## src/rtl/iccm_loader.sv

```systemverilog
// ---------------------------------------------------------------------------
// iccm_loader
//
// Purpose:
//   Receives a byte stream and writes it into the ICCM one 32-bit word at a
//   time. The stream starts with a 2-byte little-endian word count N. That
//   count is followed by 4*N payload bytes. Each payload word is little-endian,
//   so its first byte lands in wdata[7:0].
//   When the session ends, the loader raises a finish level so the core may
//   start fetching.
//
// Parameters:
//   ADDR_W     ICCM word-address width
//   DW         ICCM data width (the TL_DW of the top package, 32)
//   MAX_WORDS  ICCM capacity in words; a header larger than this is an error
//
// Ports:
//   clk_i            rising-edge clock
//   rst_i            synchronous active-high reset
//   start_i          single-cycle pulse that opens a load session
//   byte_valid_i     upstream byte valid
//   byte_data_i      upstream byte
//   byte_ready_o     loader takes the byte when valid and ready are both 1
//   tb2iccm_we_o     ICCM write strobe, one cycle per word
//   tb2mem_wdata_o   ICCM write data (holds its value between writes)
//   tb2mem_wmask_o   ICCM write mask (all ones during a write, else zero)
//   tb2mem_waddr_o   ICCM word address (holds its value between writes)
//   tb2mem_finish_o  load complete, held until reset or the next start
//   busy_o           session in progress
//   err_o            sticky header error
//   words_written_o  words written in the current session
// ---------------------------------------------------------------------------
module iccm_loader #(
  parameter int ADDR_W    = 11,
  parameter int DW        = 32,
  parameter int MAX_WORDS = 2048
) (
  input  logic              clk_i,
  input  logic              rst_i,
  input  logic              start_i,
  input  logic              byte_valid_i,
  input  logic [7:0]        byte_data_i,
  output logic              byte_ready_o,
  output logic              tb2iccm_we_o,
  output logic [DW-1:0]     tb2mem_wdata_o,
  output logic [DW-1:0]     tb2mem_wmask_o,
  output logic [ADDR_W-1:0] tb2mem_waddr_o,
  output logic              tb2mem_finish_o,
  output logic              busy_o,
  output logic              err_o,
  output logic [ADDR_W:0]   words_written_o
);

  typedef enum logic [2:0] {
    IDLE,
    HDR_LO,
    HDR_HI,
    DATA,
    WRITE,
    DONE,
    ERR
  } state_e;

  // Extra MSB so that a 16-bit header can never alias onto the capacity limit
  localparam logic [16:0] MaxWords = 17'(MAX_WORDS);

  state_e              state_q;
  logic [15:0]         numWords_q;
  logic [1:0]          byteIdx_q;
  logic [23:0]         word_q;
  logic [ADDR_W:0]     wordCnt_q;
  logic                we_q;
  logic                finish_q;
  logic                busy_q;
  logic                err_q;
  logic [DW-1:0]       wdata_q;
  logic [DW-1:0]       wmask_q;
  logic [ADDR_W-1:0]   waddr_q;

  logic                xfer;
  logic [15:0]         hdrN;
  logic [ADDR_W:0]     wordCntInc;

  // The loader is ready only in the byte-consuming states. Bytes offered in any
  // other state stay with the upstream source.
  assign byte_ready_o = (state_q == HDR_LO) || (state_q == HDR_HI) || (state_q == DATA);
  assign xfer         = byte_valid_i && byte_ready_o;

  // Full word count as seen in the HDR_HI cycle, before it is registered.
  assign hdrN       = {byte_data_i, numWords_q[7:0]};
  assign wordCntInc = wordCnt_q + {{ADDR_W{1'b0}}, 1'b1};

  // Single FSM register block. Every output is registered, and each one is
  // updated on the same edge as the state transition that defines it.
  // The 4th payload byte bypasses word_q and goes straight into wdata.
  // That lets the strobe rise on the very next cycle. The strobe and the mask
  // default back to zero every cycle, so a write lasts exactly one cycle.
  // The mask also reads zero whenever no write is in progress.
  always_ff @(posedge clk_i) begin
    if (rst_i) begin
      state_q    <= IDLE;
      numWords_q <= '0;
      byteIdx_q  <= '0;
      word_q     <= '0;
      wordCnt_q  <= '0;
      we_q       <= 1'b0;
      finish_q   <= 1'b0;
      busy_q     <= 1'b0;
      err_q      <= 1'b0;
      wdata_q    <= '0;
      wmask_q    <= '0;
      waddr_q    <= '0;
    end else begin
      we_q    <= 1'b0;
      wmask_q <= '0;
      case (state_q)
        IDLE, DONE, ERR: begin
          if (start_i) begin
            state_q   <= HDR_LO;
            wordCnt_q <= '0;
            byteIdx_q <= '0;
            finish_q  <= 1'b0;
            err_q     <= 1'b0;
            busy_q    <= 1'b1;
          end
        end
        HDR_LO: begin
          if (xfer) begin
            numWords_q[7:0] <= byte_data_i;
            state_q         <= HDR_HI;
          end
        end
        HDR_HI: begin
          if (xfer) begin
            numWords_q[15:8] <= byte_data_i;
            if (hdrN == 16'd0) begin
              state_q  <= DONE;
              finish_q <= 1'b1;
              busy_q   <= 1'b0;
            end else if ({1'b0, hdrN} > MaxWords) begin
              state_q <= ERR;
              err_q   <= 1'b1;
              busy_q  <= 1'b0;
            end else begin
              state_q <= DATA;
            end
          end
        end
        DATA: begin
          if (xfer) begin
            byteIdx_q <= byteIdx_q + 2'd1;
            if (byteIdx_q == 2'd3) begin
              state_q <= WRITE;
              we_q    <= 1'b1;
              wmask_q <= '1;
              wdata_q <= DW'({byte_data_i, word_q});
              waddr_q <= wordCnt_q[ADDR_W-1:0];
            end else begin
              word_q[{byteIdx_q, 3'b000} +: 8] <= byte_data_i;
            end
          end
        end
        WRITE: begin
          wordCnt_q <= wordCntInc;
          if (16'(wordCntInc) == numWords_q) begin
            state_q  <= DONE;
            finish_q <= 1'b1;
            busy_q   <= 1'b0;
          end else begin
            state_q <= DATA;
          end
        end
        default: begin
          state_q <= IDLE;
          busy_q  <= 1'b0;
        end
      endcase
    end
  end

  assign tb2iccm_we_o    = we_q;
  assign tb2mem_wdata_o  = wdata_q;
  assign tb2mem_wmask_o  = wmask_q;
  assign tb2mem_waddr_o  = waddr_q;
  assign tb2mem_finish_o = finish_q;
  assign busy_o          = busy_q;
  assign err_o           = err_q;
  assign words_written_o = wordCnt_q;

endmodule

```

## config.mk

```make
export PLATFORM = sky130hd
export DESIGN_NAME = iccm_loader
export DESIGN_NICKNAME = d
export VERILOG_FILES = /design/src/rtl/iccm_loader.sv
export SDC_FILE = /design/constraint.sdc
export NUM_CORES = 1
export LEC_CHECK = 0
export CAP_MARGIN = 20
export CORE_ASPECT_RATIO = 0.75
export CORE_UTILIZATION = 30
export CTS_CLUSTER_SIZE = 10
export DETAILED_ROUTE_END_ITERATION = 7
export PLACE_DENSITY = 0.54
export RECOVER_POWER = 25
export SYNTH_ARGS = -nofsm -noshare
export SYNTH_HDL_FRONTEND = slang
export SYNTH_SLANG_ARGS = --single-unit
```

## constraint.sdc

```tcl
create_clock -name clk_i -period 2.4 [get_ports clk_i]
set_clock_uncertainty 0.1 [all_clocks]
set_input_delay 0.48 -clock clk_i [delete_from_list [all_inputs] [get_ports clk_i]]
set_output_delay 0.48 -clock clk_i [all_outputs]
set_load 0.02 [all_outputs]
```

==> impl_metrics.json, run 1 <==
{
  "outcome": "finished, final reports clean",
  "max_freq_mhz": 418,
  "holdPathStages": 2,
  "cp.arrival_ps": 2540,
  "total_area_of_multi_input_combinational_cells_um2": 2430,
  "gr-total-overflow": 0,
  "cts.sink_count": 104,
  "leakagePower_nw": 2.42,
  "worst_skew_pair.late_latency_ps": 350,
  "synth_edf_count": 0,
  "routabilityCongestion": 0.869,
  "area.growth.synth_to_final_pct": 36.8,
  "drt_first_iter_violations": 361,
  "worstSetupEndpointType": "flop",
  "drcViolationCount": 0,
  "cts-buffers-inserted": 9,
  "ys_seq_area_share_pct": 42.7,
  "async_reset_ff_share_pct": 0,
  "grt_start_max_net_pins": 61,
  "dieWidth_um": 149,
  "postSynthAreaPerCell_um2": 7.76,
  "use_met1_pct": 25.2,
  "dr.pass1.iters": 5,
  "floorplan.initialDensity_pct": 31.3,
  "postSynthCellCount": 628,
  "worstHoldPathType": "reg2reg",
  "finish.utilization_pct": 42.9,
  "rr_worst_depth": 7,
  "io_pins": 104,
  "worst-path-max-fanout": 2,
  "ir_worst_vdd_uv": 312,
  "drv_cap": 0,
  "synth_flop_cell": "dfxtp_1",
  "ff2ff_setup_slack_ps": 5,
  "synth.net_count": 646,
  "timing.final.setup_violations": 0,
  "hpwlAfterDp_um": 10100,
  "placementRows": 39,
  "routed_wirelength_um": 14200,
  "p_total_mw": 4.70,
  "rsz_0062_raised_after_global_routing": "yes",
  "grt_antenna_before_repair": 0,
  "port_buffers": 103,
  "worst_ep_required_time_ps": 2540,
  "post_cts_buffers": 0,
  "holdBufCountCts": 0,
  "cts.reportedPaths.clkPinSlew_ps": 80,
  "globalRouteMet3Util_pct": 3.66,
  "slew-limit-headroom_pct": 58.7,
  "hold_viol": 0,
  "yosys_warnings": 0,
  "dp_worst_setup_slack_ps": -552,
  "worst_r2r_startpoint": "numWords_q[5]$_SDFFE_PP0P_",
  "whs_endpoint": "tb2mem_waddr_o[10]$_SDFFE_PP0P_",
  "powerDensity_nw_per_um2": 704,
  "clock_tree.buffer_depth": 2,
  "routed_via_density": 4.89,
  "total_area_of_sequential_cells_um2": 2090,
  "crit_share_post_route_pct": 99.8,
  "antenna_violating_nets_post_route": 0,
  "yosys_register_bits": 104,
  "slew_worst_pin_ps": 619,
  "layout_min_cycle_time_ps": 2400,
  "clock_tree.root_cell": "clkbuf_16",
  "layout-drive-gt1-share_pct": 14.7,
  "maxSlewViolCount": 0,
  "crit_path_top_delay_cell": "or4_4",
  "finalNetCount": 755,
  "distinct_cell_type_count_after_synthesis": 56,
  "wire_per_inst_um": 15.0,
  "aggregate_global_route_resource_usage_pct": 17.2,
  "setup.worst_path.start_class": "flop",
  "finalWorstSetupSlack_ps": 4.90,
  "detailroute.via_count": 4627,
  "grt_pass1_vias": 4421,
  "grt_busiest_layer": "met2",
  "cp_cell_sequence": "or4_4 > o31ai_4 > or4b_4 > nand3_4 > a21oi_2 > o211ai_2 > mux2_4",
  "htree_levels": 3,
  "grt_pass1_wl_um": 23000,
  "layout_fillers": 1547,
  "cp_slowest_stage_delay_ps": 540,
  "diodes": 0,
  "gr-usage-met2_pct": 25.7,
  "die_height_um": 112,
  "worstSetupPathType": "reg2reg",
  "hold_ws_ps": 351,
  "coreArea_um2": 15600,
  "holdCritStartpoint": "tb2mem_waddr_o[10]$_SDFFE_PP0P_",
  "timing.rr.end": "busy_o$_SDFFE_PP0P_",
  "synthesis.area_um2": 4870,
  "die-area_um2": 16800,
  "cts_tree": "yes"
}
[kinds of logic (layout without fill, tap and decap cells)]
group                      after synthesis  count (layout)  synth area share, %
AOI/OAI and AO/OA                      152             152                 17.8
xor gates and xnor gates                15              15                 2.70
adders and majority gates                6               6                 1.54
buffers and inverters                   80             194                 8.78
DFF                                    104             104                 42.7
muxes                                   10              10                 2.16
and+or+nand+nor                        261             261                 24.3
[per-stage QoR]
step / std cells / setup TNS, ps / instance area (um2)
floorplan: 628 / 0 / 4880
CTS: 947 / 0 / 6660
detailed placement: 931 / -3800 / 6310
global placement: 931 / -2400 / 6310
global route: 947 / -42.1 / 6670
finish: 947 / 0 / 6670
[sequential cells by signal, summed over array words and instances (netlist names)]
register / count
numWords_q: 16
err_o: 1
byteIdx_q: 2
tb2mem_waddr_o: 11
busy_o: 1
tb2mem_finish_o: 1
state_q: 3
tb2mem_wdata_o: 32
words_written_o: 12
word_q: 24
tb2mem_wmask_o: 1
[Yosys cell counts, types with 7 or more instances]
cell type	number	area share [%]
a21oi_1	96	9.9
buf_4	32	4.9
clkbuf_1	32	2.5
dfxtp_1	104	43
inv_1	7	0.54
mux2i_1	9	1.8
nand2_1	135	10
nand3_1	30	3.1
nor2_1	42	3.2
o21ai_0	22	2.3
xnor2_1	9	1.6
[timing repair]
action | 4_1_cts | 5_1_grt
setup endpoints to repair | 4 | 3
gates resized for setup | 11 | 14
pin swaps | 4 | 4
gates cloned | 0 | 0
[metal layers]
layer | wire length (um) | share of wire, %
met3 | 932 | 6.5
met4 | 111 | 0.78
met1 | 7210 | 51
met5 | 0 | 0
met2 | 5980 | 42
[report_power, final]
part	internal [mW]	switching [mW]	total, mW
Combinational	0.506	0.681	1.19
Sequential	1.81	0.0805	1.89
Clock	0.926	0.697	1.62
Total	3.24	1.46	4.70
[cell type report]
| cell class | count | area share (%) |
|---|---|---|
| clock buffer | 9 | 3.38 |
| inverter | 7 | 0.394 |
| timing repair buffer | 171 | 23.1 |
| multi-input combinational | 444 | 36.4 |
| clock inverter | 7 | 1.54 |
| tap | 205 | 3.85 |
| sequential | 104 | 31.3 |
[placed cells by master, fill, tap and decap left out, types with 21 or more instances in the layout]
master | Yosys | final
a21oi_1 | 96 | 95
nand3_1 | 30 | 29
dfxtp_1 | 104 | 100
dlygate4sd3_1 | 0 | 31
nand2_1 | 135 | 135
clkdlybuf4s50_1 | 0 | 68
o21ai_0 | 22 | 21
buf_4 | 32 | 61
nor2_1 | 42 | 40
[worst max path at each step]
stage	from	end	slack, ps
4_1_cts	words_written_o[1]$_SDFFE_PP0P_	busy_o$_SDFFE_PP0P_	3
2_1_floorplan	byte_data_i[0]	busy_o$_SDFFE_PP0P_	10
6_report	numWords_q[5]$_SDFFE_PP0P_	busy_o$_SDFFE_PP0P_	5
3_3_place_gp	byte_data_i[0]	busy_o$_SDFFE_PP0P_	-530
3_5_place_dp	byte_data_i[0]	busy_o$_SDFFE_PP0P_	-550
5_1_grt	numWords_q[5]$_SDFFE_PP0P_	busy_o$_SDFFE_PP0P_	-40
[critical path: cells and delay by family (launching register included)]
family	cells	cell delay, ps
AOI/OAI and AO/OA	3	400
and+or+nand+nor	3	1130
muxes	1	310
DFF	1	340
Power figures use the tool's default switching activity.
==> run 2, diff against run 1 <==
--- a/config.mk
+++ b/config.mk
@@ -9,2 +9,3 @@
 export CORE_ASPECT_RATIO = 0.75
+export CORE_MARGIN = 5
 export CORE_UTILIZATION = 30
--- a/constraint.sdc
+++ b/constraint.sdc
@@ -4,2 +4,2 @@
 set_output_delay 0.48 -clock clk_i [all_outputs]
-set_load 0.02 [all_outputs]
+set_load 0.01 [all_outputs]
==> run 2 against run 1 <==
Register-to-register slack about the same. Critical path depth grew 1. Clock-buffer cell count unchanged. Non-clock buffer count fell by 6. Combinational power about the same. Wire length up 3.1%. Setup slack hardly changed. Cell count is 0.11% lower. Via count fell by 0.19%. Core utilization fell by 1.5 points. Total power decreased by 4.2%. Largest cell class unchanged. Largest power group unchanged. Highest routed layer unchanged.
==> impl_metrics.json, run 2 (synthesis results as in run 1) <==
{
  "p_total_mw": 4.50,
  "cts-buffers-inserted": 9,
  "worstSetupEndpointType": "flop",
  "coreArea_um2": 16000,
  "crit_share_post_route_pct": 99.8,
  "rr_worst_depth": 7,
  "dr.pass1.iters": 4,
  "holdCritStartpoint": "word_q[3]$_SDFFE_PP0P_",
  "die-area_um2": 18900,
  "antenna_violating_nets_post_route": 0,
  "grt_start_max_net_pins": 45,
  "grt_busiest_layer": "met1",
  "worstSetupPathType": "in2reg",
  "hold_viol": 0,
  "cp_cell_sequence": "clkdlybuf4s15_1 > or4_4 > o31ai_4 > or4b_4 > nand3_2 > a21oi_2 > o211ai_2 > mux2_4",
  "grt_pass1_vias": 4445,
  "cp_num_buf_inv": 1,
  "cts.sink_count": 104,
  "setup.worst_path.start_class": "primary input",
  "clock_tree.root_cell": "clkbuf_16",
  "gr-usage-met2_pct": 22.8,
  "globalRouteMet3Util_pct": 4.04,
  "drt_first_iter_violations": 353,
  "whs_endpoint": "word_q[3]$_SDFFE_PP0P_",
  "post_cts_buffers": 0,
  "routed_wirelength_um": 14700,
  "die_height_um": 120,
  "aggregate_global_route_resource_usage_pct": 15.5,
  "routed_via_density": 4.88,
  "cp_slowest_stage_delay_ps": 570,
  "crit_path_top_delay_cell": "or4_4",
  "outcome": "finished, final reports clean",
  "maxSlewViolCount": 0,
  "worst_skew_pair.late_latency_ps": 360,
  "layout_common_cells": "nand2_1, dfxtp_1, a21oi_1",
  "finish.utilization_pct": 41.4,
  "detailroute.via_count": 4618,
  "worst_ep_required_time_ps": 2550,
  "routabilityCongestion": 0.831,
  "worst_r2r_startpoint": "numWords_q[5]$_SDFFE_PP0P_",
  "hpwlAfterDp_um": 10500,
  "gr-total-overflow": 0,
  "cts.reportedPaths.clkPinSlew_ps": 80,
  "grt_pass1_wl_um": 23600,
  "worstHoldPathType": "reg2reg",
  "placementRows": 40,
  "worst-path-max-fanout": 2,
  "timing.rr.end": "busy_o$_SDFFE_PP0P_",
  "wire_per_inst_um": 15.5,
  "htree_levels": 3,
  "slew-limit-headroom_pct": 43.6,
  "cts_tree": "yes",
  "ir_worst_vdd_uv": 362,
  "timing.final.setup_violations": 0,
  "cp.arrival_ps": 2540,
  "final_cell_count_no_fill": 946,
  "setup_tns_ps": 0,
  "slew_worst_pin_ps": 846,
  "powerDensity_nw_per_um2": 681,
  "port_buffers": 103,
  "io_pins": 104,
  "ff2ff_setup_slack_ps": 5,
  "dieWidth_um": 157,
  "layout-drive-gt1-share_pct": 14.0,
  "grt_antenna_before_repair": 0,
  "largest_register_ffs": 32,
  "rsz_0062_raised_after_global_routing": "yes",
  "drcViolationCount": 0,
  "floorplan.initialDensity_pct": 30.5,
  "dp_cells": 930,
  "layout_fillers": 1618,
  "drv_cap": 0,
  "leakagePower_nw": 2.42,
  "final_common_cell": "nand2_1",
  "layout_min_cycle_time_ps": 2390,
  "finalNetCount": 749,
  "diodes": 0,
  "area.growth.synth_to_final_pct": 35.5,
  "use_met1_pct": 22.9,
  "max_freq_mhz": 418,
  "clock_tree.buffer_depth": 2,
  "critical-path-top-delay-family": "simple AND/OR/NAND/NOR gates",
  "holdPathStages": 2
}
## run 2: cell types whose count changed in the layout (fill, tap and decap cells not counted), moves of 2 or more
cell / delta
bufinv_16: -2
buf_4: -3
clkinv_4: +4
clkdlybuf4s50_1: -7
clkbuf_1: -3
dlygate4sd3_1: +7
clkinvlp_4: -2
## run 2: worst register-to-register path: stages (launching register included)
cell,delay (ps)
dfxtp_2,340
or4_4,540
o31ai_4,270
or4b_4,510
nand3_2,80
a21oi_2,50
o211ai_2,80
mux2_4,310
## run 2: area by class of cell
| class | count | area (um2) | area share, % |
|---|---|---|---|
| inverters | 7 | 26.3 | 0.398 |
| repair buffers | 165 | 1510 | 22.9 |
| well taps | 210 | 263 | 3.98 |
| clock inverters | 7 | 65.1 | 0.985 |
| clock buffers | 9 | 225 | 3.41 |
| multi-input cells | 444 | 2430 | 36.8 |
| flip-flops and latches | 104 | 2090 | 31.6 |
## run 2: stage by stage
stage / area [um2] / hold WS (ps) / setup slack (ps)
floorplan: 4870 / 332 / 12.9
global placement: 6270 / 341 / -517
detailed placement: 6270 / 348 / -594
CTS: 6580 / 357 / 3.26
global route: 6610 / 373 / -39.6
finish: 6610 / 351 / 5.24
## run 2: worst max-delay path by stage
| stage | from | end | slack [ps] | depth (start not counted) |
|---|---|---|---|---|
| 2_1_floorplan | byte_data_i[0] | busy_o$_SDFFE_PP0P_ | 10 | 7 |
| 3_3_place_gp | byte_data_i[0] | busy_o$_SDFFE_PP0P_ | -520 | 8 |
| 3_5_place_dp | byte_data_i[0] | busy_o$_SDFFE_PP0P_ | -590 | 8 |
| 4_1_cts | words_written_o[1]$_SDFFE_PP0P_ | state_q[2]$_SDFFE_PP0P_ | 3 | 8 |
| 5_1_grt | numWords_q[5]$_SDFFE_PP0P_ | busy_o$_SDFFE_PP0P_ | -40 | 7 |
| 6_report | byte_data_i[1] | busy_o$_SDFFE_PP0P_ | 5 | 8 |
## run 2: layer usage
layer  vias to the layer above  wire length (um)
li1                       2326                 -
met3                        14               870
met1                      2171              7300
met2                       107              6370
met4                         0               135
met5                         -                 0
## run 2: what timing repair did
action                     in CTS  in global routing
setup endpoints to repair       4                  3
pin swaps                       5                  5
gates resized for setup        12                 13
hold endpoints to repair        0                  0
hold buffers                    0                  0
## run 2: where the power goes
group | total, mW | internal (mW) | switching [mW]
Combinational | 1.16 | 0.502 | 0.653
Sequential | 1.89 | 1.81 | 0.0832
Clock | 1.45 | 0.727 | 0.728
Total | 4.50 | 3.04 | 1.46
==> run 3, diff against run 2 <==
- CAP_MARGIN: 20 -> unset
- DONT_BUFFER_PORTS: unset -> 1
- PLACE_DENSITY: 0.54 -> 0.45
==> run 3 against run 2 <==
Highest routed layer unchanged. Critical path depth is 1 lower. Wire length is 6.1% lower. First-iteration DRC count is 10% lower. Non-clock buffer count is 125 lower. Final area is 18% lower. Sequential share of layout area is 6.8 points higher. Cell count is 13% lower. Die area stayed put.
==> impl_metrics.json, run 3 (synthesis results as in run 1) <==
{
  "max_freq_mhz": 426,
  "routed_via_density": 5.07,
  "worst_skew_pair.late_latency_ps": 350,
  "placementRows": 40,
  "dp_cells": 805,
  "grt_start_max_net_pins": 105,
  "dr.pass1.iters": 4,
  "leakagePower_nw": 1.85,
  "detailed_place.area_um2": 5070,
  "grt_antenna_before_repair": 0,
  "aggregate_global_route_resource_usage_pct": 14.4,
  "hold_ws_ps": 94.0,
  "finish.utilization_pct": 34.0,
  "wl_met1_um": 6660,
  "post_cts_buffers": 0,
  "swShare_pct": 31.6,
  "layout_common_cells": "nand2_1, dfxtp_1, a21oi_1",
  "dr.max_layer_used": "met4",
  "cts_tree": "yes",
  "die-area_um2": 18900,
  "ir_worst_vdd_uv": 371,
  "power_switching_mw": 1.39,
  "crit_path_top_delay_cell": "or4_4",
  "dieWidth_um": 157,
  "htree_levels": 3,
  "worstSetupEndpointType": "flop",
  "detailroute.via_count": 4161,
  "maxSlewViolCount": 0,
  "drt_first_iter_violations": 317,
  "hold_viol": 0,
  "finalWorstSetupSlack_ps": 52.8,
  "rsz_0062_raised_after_global_routing": "yes",
  "floorplan.initialDensity_pct": 30.5,
  "worstHoldPathType": "in2reg",
  "finish.instance_area_um2": 5430,
  "cp.arrival_ps": 2490,
  "largest_register_ffs": 32,
  "routabilityCongestion": 0.893,
  "slew_worst_pin_ps": 816,
  "internal_power_mw": 3.02,
  "wire_per_inst_um": 16.8,
  "crit_share_post_route_pct": 97.8,
  "drcViolationCount": 0,
  "p_total_mw": 4.42,
  "power.clock.fraction_pct": 35.7,
  "diodes": 0,
  "gr-total-overflow": 0,
  "clock_tree.buffer_depth": 2,
  "area.growth.synth_to_final_pct": 11.5,
  "wl_met2_um": 5770,
  "timing.final.setup_violations": 0,
  "powerDensity_nw_per_um2": 813,
  "cp_slowest_stage_delay_ps": 510,
  "worst-path-max-fanout": 3,
  "coreArea_um2": 16000,
  "layout_min_cycle_time_ps": 2350,
  "drv_cap": 0,
  "port_buffers": 0,
  "setup_tns_ps": 0,
  "clock_tree.root_cell": "clkbuf_16",
  "final_common_cell": "nand2_1",
  "critical-path-top-delay-family": "simple AND/OR/NAND/NOR gates",
  "final_cell_count_no_fill": 821,
  "cts.sink_count": 104,
  "antenna_violating_nets_post_route": 0,
  "cp_num_buf_inv": 0,
  "setup.worst_path.start_class": "flop",
  "die_height_um": 120,
  "outcome": "finished, final reports clean",
  "cp_cell_sequence": "or4_4 > o31ai_4 > or4b_4 > nand3_2 > a21oi_1 > o211ai_2 > mux2_4",
  "hpwlAfterDp_um": 9630,
  "worst_ep_required_time_ps": 2540,
  "cts.reportedPaths.clkPinSlew_ps": 80,
  "cts-buffers-inserted": 9,
  "layout-drive-gt1-share_pct": 12.6,
  "grt_pass1_vias": 3758,
  "slew-limit-headroom_pct": 45.5,
  "seqPwrFrac_pct": 43.6,
  "io_pins": 104,
  "met3WireLength_um": 1290,
  "dp_worst_setup_slack_ps": -128,
  "worstSetupPathType": "reg2reg",
  "logic_gate_share_of_total_power_pct": 20.7,
  "routed_wirelength_um": 13800,
  "grt_pass1_wl_um": 21600,
  "finalNetCount": 624
}
run 3: changes by cell type in the layout (fill, tap and decap cells not counted), moves of 3 or more:
cell / before / now
clkdlybuf4s50_1: 61 / 0
clkdlybuf4s15_1: 3 / 0
buf_4: 58 / 38
dlygate4sd3_1: 38 / 0
clkinv_4: 4 / 1
run 3: path summary, 6_finish.rpt:
path	from	end	slack [ps]	depth (start not counted)
worst max-delay path	numWords_q[0]$_SDFFE_PP0P_	busy_o$_SDFFE_PP0P_	50	7
worst min-delay path	rst_i	tb2mem_wdata_o[27]$_SDFFE_PP0P_	90	1
worst max register to register	numWords_q[0]$_SDFFE_PP0P_	busy_o$_SDFFE_PP0P_	50	7
worst min register to register	word_q[6]$_SDFFE_PP0P_	word_q[6]$_SDFFE_PP0P_	350	2
run 3: worst register-to-register path: stages (launching register included):
cell and delay (ps):
dfxtp_2 330, or4_4 510, o31ai_4 270, or4b_4 500, nand3_2 80, a21oi_1 70, o211ai_2 70, mux2_4 310
run 3: routing by layer:
layer	up-vias	GRT usage (%)
met5	-	0
li1	2075	-
met3	8	5.58
met1	1945	21.4
met4	0	2.90
met2	133	19.7
run 3: power groups by stage:
stage / registers (mW) / logic, mW / clock network, mW
floorplan: 1.90 / 0.702 / 0
global placement: 1.97 / 0.884 / 0
detailed placement: 1.96 / 0.883 / 0
CTS: 1.92 / 0.894 / 1.64
global route: 1.94 / 1.02 / 1.70
finish: 1.93 / 0.913 / 1.58
run 3: repair_timing:
item	in CTS	in global routing
hold buffers	0	0
pin swaps	0	2
gates resized for setup	1	11
endpoints found under the setup margin	1	3
run 3: layout make-up:
type | instances | area [um2]
sequential | 104 | 2080
clock buffer | 9 | 225
multi-input combinational | 444 | 2420
clock inverter | 7 | 95.1
tap | 210 | 263
inverter | 7 | 26.3
timing repair buffer | 40 | 325
fill | 1694 | 10500
